<file path="src/rtl/serial_sum_collector.sv">
// Serial sum collector: shifts adder sum bits LSB-first into a word, hands it off via valid/ready.
// Optional sticky overflow flag enabled by defining SERIAL_SUM_OVF_STICKY_EN.
module serial_sum_collector #(
    parameter int WIDTH = 4,
    parameter int CNT_W = 5
) (
    input  logic             clk,
    input  logic             rst_n,
    input  logic             flush,
    input  logic             in_valid,
    output logic             in_ready,
    input  logic             sum_in,
    input  logic             cout_in,
    output logic             out_valid,
    input  logic             out_ready,
    output logic [WIDTH-1:0] out_word,
    output logic             out_carry,
    output logic [CNT_W-1:0] bit_cnt,
    output logic             ovf_sticky
);

    typedef enum logic {COLLECT, FULL} state_t;

    localparam logic [CNT_W-1:0] LAST = CNT_W'(WIDTH - 1);
    localparam logic [CNT_W-1:0] ONE  = CNT_W'(1);

    state_t           state_q;
    logic [WIDTH-1:0] shreg_q;
    logic [CNT_W-1:0] cnt_q;
    logic             carry_q;

    always_ff @(posedge clk or negedge rst_n) begin
        if (!rst_n) begin
            state_q <= COLLECT;
            shreg_q <= '0;
            cnt_q   <= '0;
            carry_q <= 1'b0;
        end else if (flush) begin
            state_q <= COLLECT;
            shreg_q <= '0;
            cnt_q   <= '0;
            carry_q <= 1'b0;
        end else begin
            unique case (state_q)
                COLLECT: begin
                    if (in_valid) begin
                        shreg_q <= {sum_in, shreg_q[WIDTH-1:1]};
                        cnt_q   <= cnt_q + ONE;
                        carry_q <= cout_in;
                        if (cnt_q == LAST) begin
                            state_q <= FULL;
                        end
                    end
                end
                FULL: begin
                    // carry stays as captured; only count and data restart
                    if (out_ready) begin
                        state_q <= COLLECT;
                        shreg_q <= '0;
                        cnt_q   <= '0;
                    end
                end
            endcase
        end
    end

`ifdef SERIAL_SUM_OVF_STICKY_EN
    logic ovf_q;

    always_ff @(posedge clk or negedge rst_n) begin
        if (!rst_n) begin
            ovf_q <= 1'b0;
        end else if (flush) begin
            ovf_q <= 1'b0;
        end else if (state_q == FULL && out_ready && carry_q) begin
            ovf_q <= 1'b1;
        end
    end

    assign ovf_sticky = ovf_q;
`else
    assign ovf_sticky = 1'b0;
`endif

    assign in_ready  = (state_q == COLLECT);
    assign out_valid = (state_q == FULL);
    assign out_word  = shreg_q;
    assign out_carry = carry_q;
    assign bit_cnt   = cnt_q;

endmodule

</file>
<file path="config.mk">
export PLATFORM = sky130hd
export DESIGN_NAME = serial_sum_collector
export DESIGN_NICKNAME = d
export VERILOG_FILES = /design/src/rtl/serial_sum_collector.sv
export SDC_FILE = /design/constraint.sdc
export NUM_CORES = 1
export LEC_CHECK = 0
export BUFFER_PORTS_ARGS = -buffer_cell sky130_fd_sc_hd__buf_4
export CAP_MARGIN = 10
export CELL_PAD_IN_SITES_DETAIL_PLACEMENT = 0
export CELL_PAD_IN_SITES_GLOBAL_PLACEMENT = 2
export CORE_UTILIZATION = 26
export CTS_CLUSTER_DIAMETER = 60
export DETAILED_ROUTE_END_ITERATION = 10
export GPL_TIMING_DRIVEN = 0
export PLACE_DENSITY_LB_ADDON = 0.1
export SLEW_MARGIN = 20
export SYNTH_ARGS = -nofsm -noshare
export SYNTH_HDL_FRONTEND = slang
export SYNTH_SLANG_ARGS = --single-unit
</file>
<file path="constraint.sdc">
create_clock -name clk -period 1.36 [get_ports clk]
set_input_delay 0.136 -clock clk [delete_from_list [all_inputs] [get_ports clk]]
set_output_delay 0.136 -clock clk [all_outputs]
set_load 0.02 [all_outputs]
</file>
After elaboration in Yosys (flattened, before gate mapping)
Index checks and enable logic that the tools add are counted.
Operators by class
  add/subtract/negate cells: 1
  shift operators: 0
  reduce and logical (&&, ||, !) cells: 3
  equal/unequal tests: 4
  multiply operators: 0
  divide/modulo/power cells: 0
  mux-type cells: 16
  magnitude comparators: 0
  bitwise operators: 1
Operators with widths (number)
  $mux 5: 3
  $mux 4: 3
  $pmux 5 s2: 1
  $pmux 4 s2: 1
  $mux 1: 7
  $ne 3x3->1 const B: 2
  $add 5x1->5 const B: 1
  $eq 5x2->1 const B: 1
  $reduce_and 2->1: 2
  $ne 2x2->1 const B: 1
  $pmux 1 s2: 1
  $reduce_bool 2->1: 1
  $not 1->1: 1
Word-level totals
  memories: 0
  word-level logic and storage cells: 29
  output and inout port bits: 13
  register bits after elaboration: 11
  bits of input ports: 7
  ROM bits: 0
  memory bits (writable): 0
  bits in latches: 0

Longest topological paths before layout
Gate-level depths: netlist of run 1.
  depth in word-level cells: 5
  gate-level depth with buffers: 4

Worst setup path before layout of run 1
Ideal clock, no wire load.
  path type: register to register
  start: reg cnt_q[0], in the netlist bit_cnt[0]
  end: reg state_q, in the netlist out_valid
  stages on the path, launching flop included: 5
  required time: 1.282 ns
  arrival: 1.304 ns
  path slack: -0.021 ns
  buffers on the path: 0
  cells stage by stage: dfrtp_1 -> ha_1 -> nand3b_2 -> or4_1 -> a21oi_1
Between the ends
  cells in the longest elaborated chain, start to end: 5
Ends and longest elaborated chain
  from (decl): RTL line 29  | logic [CNT_W-1:0] cnt_q;
  from (signal assigned): RTL line 48  | cnt_q <= cnt_q + ONE;
  $eq 5x2->1: RTL line 50  | if (cnt_q == LAST) begin
  $mux 1: RTL line 50
  $mux 1: RTL line 46  | if (in_valid) begin
  $pmux 1 s2: RTL line 44  | unique case (state_q)
  $mux 1: RTL line 38  | end else if (flush) begin
  to (signal assigned): RTL line 39  | state_q <= COLLECT;
  to (signal assigned): RTL line 51  | state_q <= FULL;
  to (signal assigned): RTL line 58  | state_q <= COLLECT;
  to (decl): RTL line 27  | state_t state_q;
No other way between the ends.
A chain may end at the register's enable or synchronous reset.

Worst setup path in the final report of run 1
Ends and elaborated chain as after synthesis.

==> impl_table.tex, run 1 <==
\begin{tabular}{lr}
\hline
Metric & Value \\
\hline
\multicolumn{2}{l}{\textbf{Die}} \\
Width of the die & 47.49 um \\
Vertical die dimension & 47.49 um \\
Initial cell density of the core & around 27\% \\
I/O pins & 20 \\
Number of placement rows & 16 \\
Core area & just under 2000 sq um \\
Die Footprint & $\sim$2300 sq um \\
\multicolumn{2}{l}{\textbf{Worst setup path}} \\
Worst r2r path cells & 4 \\
Worst setup path start & bit\_cnt[0]\$\_DFFE\_PN0P\_ \\
Startpoint of the lowest-slack register-to-register path & bit\_cnt[0]\$\_DFFE\_PN0P\_ \\
Largest fanout of any net on the critical path & 4 \\
Slack of the worst reg-to-reg path & 0.06 ns \\
Worst setup EP type & flip-flop \\
Worst endpoint required time & $\sim$1.6 ns \\
End of the worst register-to-register path & out\_valid\$\_DFF\_PN0\_ \\
Delay of the slowest critical-path stage & $\sim$0.42 ns \\
Crit path to & out\_valid\$\_DFF\_PN0\_ \\
Chain of cells forming the critical path & ha\_1 > nand3b\_2 > or4\_4 > a21oi\_1 \\
Crit-path slowest cell & sky130\_fd\_sc\_hd\_\_or4\_4 \\
Worst setup path category & flip-flop to flip-flop \\
Kind of start point of the critical path & flip-flop \\
Arrival time reported for the critical path endpoint & 1.50 ns \\
\multicolumn{2}{l}{\textbf{Logic synthesis}} \\
Synthesized netlist net count & 62 \\
Post-synthesis instance area & 538.0 sq um \\
Sequential element share of the synthesized area & about 51\% \\
Mean post-synth cell area & $\sim$10 sq um \\
Synthesized netlist cell count & 54 \\
Number of warnings reported in the yosys synthesis log & 0 \\
Register bit count reported by yosys & 11 \\
Count of cell types in the netlist & 22 \\
\multicolumn{2}{l}{\textbf{Global routing}} \\
Antenna violations before repair & 0 \\
Remaining global-route overflow & 0 \\
First-pass GRT wire length & approximately 1.8 mm \\
Maximum number of pins on one net before global-route repair & 12 \\
Via count of the first global-routing pass & 419 \\
Total track usage & roughly an eighth \\
\multicolumn{2}{l}{\textbf{CTS}} \\
Clock root cell & sky130\_fd\_sc\_hd\_\_clkbuf\_4 \\
Max H-tree Level & 1 \\
Clock insertion delay at the later pin of the skew report & about 0.26 ns \\
Largest buffer count on any clock path & 2 \\
TritonCTS clock tree & done \\
Clk pin slew, worst setup/hold paths & roughly 0.070 ns \\
Number of buffers created by CTS & 3 \\
\# clock sinks & 11 \\
\multicolumn{2}{l}{\textbf{Finish}} \\
Combined flip-flop and latch cell area & $\sim$280 sq um \\
Antenna fix cells & 0 \\
Total number of nets in the final design & 86 \\
Final cell count without fillers & between 100 and 150 \\
Commonest non-fill, non-tap cells in the layout & sky130\_fd\_sc\_hd\_\_buf\_4 (20), sky130\_fd\_sc\_hd\_\_dfrtp\_1 (9), sky130\_fd\_sc\_hd\_\_nor2\_1 (7) \\
Commonest non-fill, non-tap cell in the layout & sky130\_fd\_sc\_hd\_\_buf\_4 \\
Filler cell count & about 220 \\
Share of final-layout standard cells stronger than drive strength 1 & roughly two fifths \\
Area Growth Syn to Fin & 43.02\% \\
Multi-input combinational cell area & $\sim$260 sq um \\
\multicolumn{2}{l}{\textbf{Outcome}} \\
Status & finished clean \\
\multicolumn{2}{l}{\textbf{Route}} \\
First-pass iteration count of the detailed router & 3 \\
Vias/cell & between 4 and 5 \\
Post-detailed-routing wire length & around 1.2 mm \\
DRC viols & 0 \\
Number of DRC violations after detailed-routing iteration 0 & 1 \\
Average wire length per cell after detail routing & roughly 11 um \\
Remaining antenna violation count after routing & 0 \\
Vias after detailed routing & 452 \\
\multicolumn{2}{l}{\textbf{STA}} \\
Final worst setup slack & 0.05524 ns \\
Final count of hold timing violations & 0 \\
Period utilisation layout & a little over nine tenths \\
Final-report max-slew violation count & 0 \\
Highest Clock Rate & around 770 MHz \\
Setup repair after global routing missed its margin & yes \\
Setup Viol. Count Final & 0 \\
Skew final & 0.001783 ns \\
Post-route minimum period & 1.305 ns \\
\multicolumn{2}{l}{\textbf{Power and ir drop}} \\
Power Dens Cells & approximately 880 nW/um\^{}2 \\
IR drop worst, VDD & about 0.48 mV \\
Leakage power & about 0.36 nW \\
\multicolumn{2}{l}{\textbf{Min path}} \\
Class of the most critical hold timing path & input pin to flip-flop \\
Beginning of the worst hold path & cout\_in \\
\multicolumn{2}{l}{\textbf{Place}} \\
Final weighted congestion of routability-driven global placement & roughly 0.7 \\
Pre-CTS WS & 0.04254 ns \\
Number of placed instances with taps included & slightly below 100 \\
Count of port buffers added during placement & 17 \\
HPWL Detailed & $\sim$850 um \\
\multicolumn{2}{l}{\textbf{Flow run}} \\
MaxCap Viol Count & 0 \\
\hline
\end{tabular}
sequential cells by signal (all words and copies together) (netlist names):
register   count
out_carry      1
bit_cnt        5
out_word       4
out_valid      1
through the flow:
step	area (sq um)	total power, W	hold WS [ns]	util, %	TNS, ns
2_1_floorplan	540.5	0.0004015	-0.1596	-	0
3_3_place_gp	701.9	0.0004484	-0.02146	35.78	0
3_5_place_dp	701.9	0.0004481	-0.02174	35.78	0
4_1_cts	738.2	0.0006789	0.1016	37.63	0
5_1_grt	769.5	0.0007135	0.1290	39.22	-0.02642
6_report	769.5	0.0006750	0.1140	39.22	0
how the worst min path moves through the flow:
stage | end | slack [ns] | depth (start not counted)
CTS | out_carry$_DFFE_PN0P_ | 0.10 | 3
floorplan | bit_cnt[0]$_DFFE_PN0P_ | -0.16 | 0
global route | out_carry$_DFFE_PN0P_ | 0.13 | 3
finish | out_carry$_DFFE_PN0P_ | 0.11 | 3
global placement | bit_cnt[3]$_DFFE_PN0P_ | -0.02 | 1
detailed placement | bit_cnt[3]$_DFFE_PN0P_ | -0.02 | 1
critical path, delay by kind of cell, from the launching register on:
kind | cells | cell delay [ns]
simple gates | 2 | 0.53
flops | 1 | 0.39
fa+ha+maj | 1 | 0.17
compound gates | 1 | 0.14
cells by family after synthesis:
family	synth area share, %
and+or+nand+nor	18.61
AOI/OAI and AO/OA	14.42
DFF	51.16
muxes	7.442
buffers and inverters	3.719
adders and majority gates	2.325
other	0.6970
xor gates and xnor gates	1.628
per-layer routing:
metal	wire (um)	track usage, %	vias up	share of wire (%)
li1	-	-	234	-
met2	541	17.81	11	47
met3	57	3.774	2	4.9
met4	6	6.857	0	0.52
met5	0	0	-	0
met1	550	16.67	205	48
synth_stat cells:
cell                       instances  area, sq um
sky130_fd_sc_hd__o22a_1            2        17.52
sky130_fd_sc_hd__conb_1            1        3.750
sky130_fd_sc_hd__nand3_1           1        5.000
sky130_fd_sc_hd__ha_1              1        12.51
sky130_fd_sc_hd__buf_4             1        7.510
sky130_fd_sc_hd__nand2b_1          2        12.51
sky130_fd_sc_hd__buf_2             1        5.000
sky130_fd_sc_hd__dfrtp_1          11        275.3
sky130_fd_sc_hd__nand2_1           5        18.77
sky130_fd_sc_hd__clkbuf_1          1        3.750
sky130_fd_sc_hd__nand3b_2          1        11.26
sky130_fd_sc_hd__or4_1             1        7.510
sky130_fd_sc_hd__nor2_1            7        26.28
sky130_fd_sc_hd__a22oi_1           3        22.52
sky130_fd_sc_hd__inv_1             1        3.750
sky130_fd_sc_hd__a21oi_1           4        20.02
sky130_fd_sc_hd__xor2_1            1        8.760
sky130_fd_sc_hd__nor2b_1           1        6.260
sky130_fd_sc_hd__o21ai_0           2        10.01
sky130_fd_sc_hd__mux2i_1           4        40.04
sky130_fd_sc_hd__or3_1             2        12.51
sky130_fd_sc_hd__a21o_1            1        7.510
report_power, final:
group          internal [W]  switching (W)
logic             0.0000486      0.0000548
clock network      0.000113       0.000112
registers          0.000337     0.00000933
timing repair:
action                                  CTS  global route
endpoints found under the hold margin    11             0
hold buffers                              1             0
setup buffers                             0             1
endpoints found under the setup margin    0             7
resized for setup                         0             7
final cells by class:
| cell class | count | area share [%] |
|---|---|---|
| Sequential cell | 11 | 36.10 |
| Multi-Input combinational cell | 39 | 34.31 |
| Timing Repair Buffer | 19 | 18.86 |
| Tap cell | 27 | 4.390 |
| Clock buffer | 4 | 3.415 |
| Buffer | 3 | 2.439 |
| Inverter | 1 | 0.4878 |
No activity file was read; power rests on OpenSTA's default activity.
==> run 2: changes to the inputs <==
--- a/config.mk
+++ b/config.mk
@@ -5,11 +5,12 @@
 export SDC_FILE = /design/constraint.sdc
 export NUM_CORES = 1
 export LEC_CHECK = 0
+export ABC_AREA = 1
 export BUFFER_PORTS_ARGS = -buffer_cell sky130_fd_sc_hd__buf_4
-export CAP_MARGIN = 10
+export CAP_MARGIN = 0
 export CELL_PAD_IN_SITES_DETAIL_PLACEMENT = 0
 export CELL_PAD_IN_SITES_GLOBAL_PLACEMENT = 2
-export CORE_UTILIZATION = 26
+export CORE_UTILIZATION = 27
 export CTS_CLUSTER_DIAMETER = 60
 export DETAILED_ROUTE_END_ITERATION = 10
 export GPL_TIMING_DRIVEN = 0
==> impl_table.tex, run 2 <==
\begin{tabular}{lr}
\hline
Metric & Value \\
\hline
\multicolumn{2}{l}{\textbf{Route}} \\
Vias after detailed routing & 532 (+18\%) \\
Vias/cell & 4.361 (+0.33\%) \\
First-pass iteration count of the detailed router & 4 (+1) \\
DRC viols & 0 (unchanged) \\
Number of DRC violations after detailed-routing iteration 0 & 15 (+14) \\
Post-detailed-routing wire length & 1.280 mm (+11\%) \\
Remaining antenna violation count after routing & 0 (unchanged) \\
Average wire length per cell after detail routing & 10.49 um (-5.6\%) \\
\multicolumn{2}{l}{\textbf{Global routing}} \\
First-pass GRT wire length & 2.139 mm (+16\%) \\
Antenna violations before repair & 0 (unchanged) \\
Total track usage & 11.72\% (-0.71 points) \\
Maximum number of pins on one net before global-route repair & 12 (unchanged) \\
Via count of the first global-routing pass & 436 (+4.1\%) \\
Remaining global-route overflow & 0 (unchanged) \\
\multicolumn{2}{l}{\textbf{Power and ir drop}} \\
Switching Fraction & 28.15\% (+2.1 points) \\
Leakage power & 0.4119 nW (+14\%) \\
Sequential fraction of design power & 49.8\% (-1.5 points) \\
Power Dens Cells & 848.8 nW/um\^{}2 (-3.2\%) \\
Switching Power & 0.0001997 W (+14\%) \\
Fraction of power consumed by the clock network & 32.4\% (-1.0 points) \\
IR drop worst, VDD & 0.6314 mV (+32\%) \\
Logic gate share of total power & 17.8\% (+2.5 points) \\
Total internal power & 0.0005098 W (+2.1\%) \\
\multicolumn{2}{l}{\textbf{STA}} \\
Highest Clock Rate & 827.4 MHz (+8.0\%) \\
Setup Viol. Count Final & 0 (unchanged) \\
Setup repair after global routing missed its margin & no \\
Skew final & 0.004336 ns (+0.002552 ns) \\
Setup TNS Final & 0 ns (unchanged) \\
Final-report max-slew violation count & 0 (unchanged) \\
Period utilisation layout & 88.87\% (-7.1 points) \\
Final count of hold timing violations & 0 (unchanged) \\
Post-route minimum period & 1.209 ns (-0.09612 ns) \\
\multicolumn{2}{l}{\textbf{CTS}} \\
Clock insertion delay at the later pin of the skew report & 0.27 ns (about the same) \\
Largest buffer count on any clock path & 2 (unchanged) \\
\# clock sinks & 11 (unchanged) \\
Clock root cell & sky130\_fd\_sc\_hd\_\_clkbuf\_4 \\
Clk pin slew, worst setup/hold paths & 0.08 ns (about the same) \\
TritonCTS clock tree & done \\
Number of buffers created by CTS & 3 (unchanged) \\
Max H-tree Level & 1 (unchanged) \\
\multicolumn{2}{l}{\textbf{Worst setup path}} \\
Largest fanout of any net on the critical path & 5 (+1) \\
Chain of cells forming the critical path & ha\_2 > or2\_2 > nand4\_1 > o21ai\_2 \\
Delay of the slowest critical-path stage & 0.45 ns (+0.03 ns) \\
Worst setup EP type & flip-flop \\
Worst setup path category & flip-flop to flip-flop \\
Crit-path slowest cell & sky130\_fd\_sc\_hd\_\_dfrtp\_2 \\
Worst endpoint required time & 1.53 ns (-0.02 ns) \\
Arrival time reported for the critical path endpoint & 1.38 ns (-0.12 ns) \\
Kind of start point of the critical path & flip-flop \\
\multicolumn{2}{l}{\textbf{Logic synthesis}} \\
Sequential element share of the synthesized area & 44.99\% (-6.2 points) \\
Mean post-synth cell area & 8.617 sq um (-14\%) \\
Most frequent cells after synthesis & sky130\_fd\_sc\_hd\_\_nand2\_1 (13), sky130\_fd\_sc\_hd\_\_dfrtp\_1 (11), sky130\_fd\_sc\_hd\_\_nand2\_2 (8), sky130\_fd\_sc\_hd\_\_inv\_1 (7), sky130\_fd\_sc\_hd\_\_nand3\_1 (6) \\
Post-synthesis instance area & 611.8 sq um (+14\%) \\
Number of warnings reported in the yosys synthesis log & 0 (unchanged) \\
Dominant cells by area after synthesis & sky130\_fd\_sc\_hd\_\_dfrtp\_1 (45\%), sky130\_fd\_sc\_hd\_\_nand2\_2 (8.2\%), sky130\_fd\_sc\_hd\_\_nand2\_1 (8.0\%) \\
Synthesized netlist net count & 79 (+27\%) \\
Synth Flop Type & sky130\_fd\_sc\_hd\_\_dfrtp\_1 \\
Register bit count reported by yosys & 11 (unchanged) \\
Post-synth ARST share & 100.0\% (unchanged) \\
Most used standard cell by instance count after synthesis & sky130\_fd\_sc\_hd\_\_nand2\_1 \\
Area fraction of the dominant cell type after synthesis & 44.99\% (-6.2 points) \\
Synthesized netlist cell count & 71 (+31\%) \\
Count of cell types in the netlist & 20 (-9.1\%) \\
Number of enable-type register cells in the synthesized netlist & 0 (unchanged) \\
Top cell type by total area after synthesis & sky130\_fd\_sc\_hd\_\_dfrtp\_1 \\
\multicolumn{2}{l}{\textbf{Min path}} \\
Class of the most critical hold timing path & input pin to flip-flop \\
\multicolumn{2}{l}{\textbf{Die}} \\
Number of placement rows & 16 (unchanged) \\
Die Footprint & 2461 sq um (+9.1\%) \\
Core area & 2042 sq um (+4.1\%) \\
Width of the die & 49.61 um (+4.5\%) \\
I/O pins & 20 (unchanged) \\
Initial cell density of the core & 29.96\% (+2.5 points) \\
Vertical die dimension & 49.61 um (+4.5\%) \\
\multicolumn{2}{l}{\textbf{Flow run}} \\
MaxCap Viol Count & 0 (unchanged) \\
\multicolumn{2}{l}{\textbf{Finish}} \\
Share of final-layout standard cells stronger than drive strength 1 & 47.37\% (+7.1 points) \\
Commonest non-fill, non-tap cell in the layout & sky130\_fd\_sc\_hd\_\_buf\_4 \\
Total number of nets in the final design & 104 (+21\%) \\
Flip-flop count of the largest register, all copies and words added & 5 (unchanged) \\
Final cell count without fillers & 122 (+17\%) \\
Commonest non-fill, non-tap cells in the layout & sky130\_fd\_sc\_hd\_\_buf\_4 (20), sky130\_fd\_sc\_hd\_\_nand2\_1 (13), sky130\_fd\_sc\_hd\_\_dfrtp\_1 (10) \\
Core occupancy in the finished layout & 40.93\% (+1.7 points) \\
Antenna fix cells & 0 (unchanged) \\
Area Growth Syn to Fin & 36.61\% \\
Filler cell count & 224 (+0.45\%) \\
\multicolumn{2}{l}{\textbf{Place}} \\
Number of placed instances with taps included & 116 (+18\%) \\
HPWL Detailed & 951.6 um (+12\%) \\
Count of port buffers added during placement & 18 (+1) \\
Final weighted congestion of routability-driven global placement & 0.7207 (+2.1\%) \\
\multicolumn{2}{l}{\textbf{Outcome}} \\
Status & finished clean \\
\hline
\end{tabular}
[run 2: area by class of cell]
cell class                      instances  area, sq um  area share [%]
Tap cell                               27        33.78           4.042
Multi-Input combinational cell         50        294.0           35.18
Clock buffer                            4        26.28           3.144
Inverter                                8        30.03           3.593
Timing Repair Buffer                   20        152.6           18.26
Sequential cell                        11        276.5           33.08
Buffer                                  2        22.52           2.695
[run 2: final timing paths]
kind	depth (start not counted)	from	slack, ns	end
min reg2reg	2	out_word[0]$_DFFE_PN0P_	0.49	out_word[0]$_DFFE_PN0P_
max	4	bit_cnt[0]$_DFFE_PN0P_	0.15	bit_cnt[2]$_DFFE_PN0P_
max reg2reg	4	bit_cnt[0]$_DFFE_PN0P_	0.15	bit_cnt[2]$_DFFE_PN0P_
max in group asynchronous	2	rst_n	0.96	bit_cnt[0]$_DFFE_PN0P_
min	3	sum_in	0.10	out_word[3]$_DFFE_PN0P_
min in group asynchronous	2	rst_n	0.23	out_word[1]$_DFFE_PN0P_
[run 2: kinds of logic (layout without fill, tap and decap cells)]
logic type / after synthesis / in the layout / share of synthesized area, %
AO/OA/AOI/OAI: 9 / 9 / 10.84
adder cells (fa/ha/maj): 1 / 1 / 2.045
buffers and inverters: 10 / 34 / 8.589
flip-flops: 11 / 11 / 44.99
other: 1 / 1 / 0.6129
AND/OR/NAND/NOR: 39 / 39 / 32.93
[run 2: power by group through the flow]
stage                     clock [W]  combinational, W  sequential [W]
after floorplan                   0         0.0000523        0.000374
after detailed placement          0          0.000120        0.000360
after CTS                  0.000240          0.000123        0.000354
final                      0.000230          0.000126        0.000353
after global placement            0          0.000120        0.000360
after global routing       0.000257          0.000139        0.000356
[run 2: layer usage]
metal	vias to the layer above	share of wire (%)	GRT usage [%]	wire length (um)
met2	15	42	15.09	537
met1	236	52	17.75	664
li1	279	-	-	-
met3	2	5.1	4.630	65
met5	-	0	0	0
met4	0	0.94	2.857	12
[run 2: metrics by stage]
| step | total power [W] | worst slack [ns] | hold slack [ns] | instance area (sq um) |
|---|---|---|---|---|
| after CTS | 0.0007166 | 0.1054 | 0.09950 | 817.0 |
| final | 0.0007095 | 0.1514 | 0.1031 | 835.8 |
| after floorplan | 0.0004259 | 0.09040 | -0.1596 | 611.8 |
| after global placement | 0.0004793 | 0.1309 | -0.01537 | 780.7 |
| after detailed placement | 0.0004804 | 0.1203 | -0.01688 | 780.7 |
| after global routing | 0.0007516 | 0.02533 | 0.1116 | 835.8 |
[run 2: worst max-delay path, delay by kind of cell (launching register included)]
| kind | cells | cell delay (ns) |
|---|---|---|
| flops | 1 | 0.45 |
| simple gates | 2 | 0.40 |
| fa+ha+maj | 1 | 0.21 |
| compound gates | 1 | 0.05 |
[run 2: timing repair]
action                                 in CTS  in global routing
endpoints found under the hold margin      11                  0
setup endpoints to repair                   0                  2
hold buffers                                1                  0
resized for setup                           0                  4
setup buffers                               0                  1
==> run 3: changes to the inputs <==
--- a/config.mk
+++ b/config.mk
@@ -11,10 +11,11 @@
 export CELL_PAD_IN_SITES_DETAIL_PLACEMENT = 0
 export CELL_PAD_IN_SITES_GLOBAL_PLACEMENT = 2
 export CORE_UTILIZATION = 27
-export CTS_CLUSTER_DIAMETER = 60
+export CTS_CLUSTER_DIAMETER = 80
 export DETAILED_ROUTE_END_ITERATION = 10
 export GPL_TIMING_DRIVEN = 0
 export PLACE_DENSITY_LB_ADDON = 0.1
+export REMOVE_ABC_BUFFERS = 1
 export SLEW_MARGIN = 20
 export SYNTH_ARGS = -nofsm -noshare
 export SYNTH_HDL_FRONTEND = slang
==> impl_table.tex, run 3 (same netlist as run 2, synthesis figures left out) <==
\begin{tabular}{lr}
\hline
Metric & Value \\
\hline
\multicolumn{2}{l}{\textbf{CTS}} \\
Max H-tree Level & 1 (unchanged) \\
Number of buffers inserted to repair setup after CTS & 0 (unchanged) \\
Largest buffer count on any clock path & 2 (unchanged) \\
TritonCTS clock tree & done \\
Clk pin slew, worst setup/hold paths & 0.08 ns (about the same) \\
Number of buffers created by CTS & 3 (unchanged) \\
Clock root cell & sky130\_fd\_sc\_hd\_\_clkbuf\_4 \\
Clock insertion delay at the later pin of the skew report & 0.27 ns (about the same) \\
\# clock sinks & 11 (unchanged) \\
\multicolumn{2}{l}{\textbf{Die}} \\
Initial cell density of the core & 29.96\% (unchanged) \\
Width of the die & 49.61 um (unchanged) \\
Number of placement rows & 16 (unchanged) \\
Die Footprint & 2461 sq um (unchanged) \\
I/O pins & 20 (unchanged) \\
Core area & 2042 sq um (unchanged) \\
Vertical die dimension & 49.61 um (unchanged) \\
\multicolumn{2}{l}{\textbf{Route}} \\
First-pass iteration count of the detailed router & 4 (unchanged) \\
DRC viols & 0 (unchanged) \\
Remaining antenna violation count after routing & 0 (unchanged) \\
Number of DRC violations after detailed-routing iteration 0 & 18 (+3) \\
Average wire length per cell after detail routing & 10.59 um (+0.92\%) \\
Vias/cell & 4.345 (-0.37\%) \\
Post-detailed-routing wire length & 1.260 mm (-1.6\%) \\
Vias after detailed routing & 517 (-2.8\%) \\
\multicolumn{2}{l}{\textbf{Worst setup path}} \\
Worst setup EP type & flip-flop \\
Kind of start point of the critical path & flip-flop \\
Delay of the slowest critical-path stage & 0.45 ns (about the same) \\
Chain of cells forming the critical path & ha\_1 > or2\_2 > nand4\_1 > o21ai\_2 \\
Crit-path slowest cell & sky130\_fd\_sc\_hd\_\_dfrtp\_2 \\
Worst endpoint required time & 1.52 ns (about the same) \\
Startpoint of the lowest-slack register-to-register path & bit\_cnt[0]\$\_DFFE\_PN0P\_ \\
Arrival time reported for the critical path endpoint & 1.40 ns (+0.02 ns) \\
Sum of buffers and inverters on the critical path & 0 (unchanged) \\
CP delay by family, top & flip-flops \\
Largest fanout of any net on the critical path & 5 (unchanged) \\
Worst setup path start & bit\_cnt[0]\$\_DFFE\_PN0P\_ \\
Worst setup path category & flip-flop to flip-flop \\
\multicolumn{2}{l}{\textbf{STA}} \\
Skew final & 0.004998 ns (+0.0006624 ns) \\
Setup TNS Final & 0 ns (unchanged) \\
Final count of hold timing violations & 0 (unchanged) \\
Period utilisation layout & 91.06\% (+2.2 points) \\
Final-report max-slew violation count & 0 (unchanged) \\
Setup repair after global routing missed its margin & no \\
Highest Clock Rate & 807.5 MHz (-2.4\%) \\
Post-route minimum period & 1.238 ns (+0.02980 ns) \\
Setup Viol. Count Final & 0 (unchanged) \\
\multicolumn{2}{l}{\textbf{Power and ir drop}} \\
Total internal power & 0.0004960 W (-2.7\%) \\
Overall power of the completed layout & 0.0006963 W (-1.9\%) \\
Fraction of power consumed by the clock network & 32.7\% (+0.3 points) \\
Power Dens Cells & 868.1 nW/um\^{}2 (+2.3\%) \\
Logic gate share of total power & 16.5\% (-1.3 points) \\
Sequential fraction of design power & 50.9\% (+1.1 points) \\
Switching Fraction & 28.76\% (+0.61 points) \\
IR drop worst, VDD & 0.4543 mV (-28\%) \\
Leakage power & 0.3991 nW (-3.1\%) \\
Switching Power & 0.0002002 W (+0.25\%) \\
\multicolumn{2}{l}{\textbf{Finish}} \\
Antenna fix cells & 0 (unchanged) \\
Area Growth Syn to Fin & 31.08\% \\
Multi-input combinational cell area & 289.0 sq um (-1.7\%) \\
Combined flip-flop and latch cell area & 276.5 sq um (unchanged) \\
Filler cell count & 229 (+2.2\%) \\
Share of final-layout standard cells stronger than drive strength 1 & 44.57\% (-2.8 points) \\
Commonest non-fill, non-tap cell in the layout & sky130\_fd\_sc\_hd\_\_buf\_4 \\
Commonest non-fill, non-tap cells in the layout & sky130\_fd\_sc\_hd\_\_buf\_4 (18), sky130\_fd\_sc\_hd\_\_nand2\_1 (13), sky130\_fd\_sc\_hd\_\_dfrtp\_1 (10) \\
Total number of nets in the final design & 101 (-2.9\%) \\
Flip-flop count of the largest register, all copies and words added & 5 (unchanged) \\
\multicolumn{2}{l}{\textbf{Place}} \\
Count of port buffers added during placement & 18 (unchanged) \\
HPWL Detailed & 938.4 um (-1.4\%) \\
Final weighted congestion of routability-driven global placement & 0.7088 (-1.7\%) \\
\multicolumn{2}{l}{\textbf{Global routing}} \\
Total track usage & 12.62\% (+0.90 points) \\
Remaining global-route overflow & 0 (unchanged) \\
Antenna violations before repair & 0 (unchanged) \\
Via count of the first global-routing pass & 482 (+11\%) \\
Maximum number of pins on one net before global-route repair & 12 (unchanged) \\
First-pass GRT wire length & 2.270 mm (+6.1\%) \\
\multicolumn{2}{l}{\textbf{Min path}} \\
Class of the most critical hold timing path & input pin to flip-flop \\
Beginning of the worst hold path & sum\_in \\
\multicolumn{2}{l}{\textbf{Outcome}} \\
Status & finished clean \\
\multicolumn{2}{l}{\textbf{Flow run}} \\
MaxCap Viol Count & 0 (unchanged) \\
\hline
\end{tabular}
-- run 3: cell types whose count changed in the layout (fill, tap and decap cells not counted) --
cell                       previous run  this run
sky130_fd_sc_hd__buf_4               20        18
sky130_fd_sc_hd__clkbuf_1             1         0
sky130_fd_sc_hd__ha_1                 0         1
sky130_fd_sc_hd__nor2_1               4         5
sky130_fd_sc_hd__clkinv_2             0         1
sky130_fd_sc_hd__nor2_2               1         0
sky130_fd_sc_hd__ha_2                 1         0
sky130_fd_sc_hd__buf_8                1         0
-- run 3: worst paths after layout --
path,end,slack [ns],depth (start not counted)
hold / removal,out_word[3]$_DFFE_PN0P_,0.10,3
min in group asynchronous,bit_cnt[4]$_DFFE_PN0P_,0.23,2
hold reg to reg,out_word[0]$_DFFE_PN0P_,0.50,2
setup / recovery,bit_cnt[2]$_DFFE_PN0P_,0.12,4
max in group asynchronous,bit_cnt[0]$_DFFE_PN0P_,0.97,2
setup reg to reg,bit_cnt[2]$_DFFE_PN0P_,0.12,4
-- run 3: timing repair --
| item | CTS | global route |
|---|---|---|
| hold buffers | 1 | 0 |
| endpoints found under the setup margin | 0 | 2 |
| hold endpoints to repair | 11 | 0 |
| gates resized for setup | 0 | 2 |
-- run 3: cell type report --
cell class	instances	share of cell area (%)
clock inverter	1	0.6240
sequential	11	34.48
timing repair buffer	19	18.10
multi-input combinational	50	36.04
clock buffer	3	2.808
inverter	8	3.744
tap	27	4.212
-- run 3: routing by layer --
metal	track usage (%)	share of wire, %	wire length [um]	vias up
met3	4.630	4.8	60	2
met4	5.714	0.63	8	0
li1	-	-	-	272
met2	17.34	41	515	13
met1	17.33	54	675	230
met5	0	0	0	-
-- run 3: worst register-to-register path, cell delays in order (launching register included) --
cell	delay (ns)
sky130_fd_sc_hd__dfrtp_2	0.45
sky130_fd_sc_hd__ha_1	0.24
sky130_fd_sc_hd__or2_2	0.29
sky130_fd_sc_hd__nand4_1	0.09
sky130_fd_sc_hd__o21ai_2	0.05
-- run 3: power groups by stage --
stage / combinational (W) / clock (W) / sequential (W)
after floorplan: 0.0000451 / 0 / 0.000374
after global placement: 0.000114 / 0 / 0.000360
after detailed placement: 0.000113 / 0 / 0.000360
after CTS: 0.000116 / 0.000240 / 0.000353
after global routing: 0.000127 / 0.000260 / 0.000357
final: 0.000115 / 0.000227 / 0.000354
-- run 3: per-stage QoR --
step / cell area (sq um) / utilization [%] / hold WS [ns] / worst slack [ns] / cells
after global placement: 758.2 / 37.13 / -0.01572 / 0.1274 / 114
after CTS: 795.8 / 38.97 / 0.09553 / 0.1121 / 119
after detailed placement: 758.2 / 37.13 / -0.01712 / 0.1321 / 114
after global routing: 802.0 / 39.28 / 0.09967 / 0.03521 / 119
final: 802.0 / 39.28 / 0.1022 / 0.1216 / 119
after floorplan: 589.3 / - / -0.1596 / 0.08621 / 69
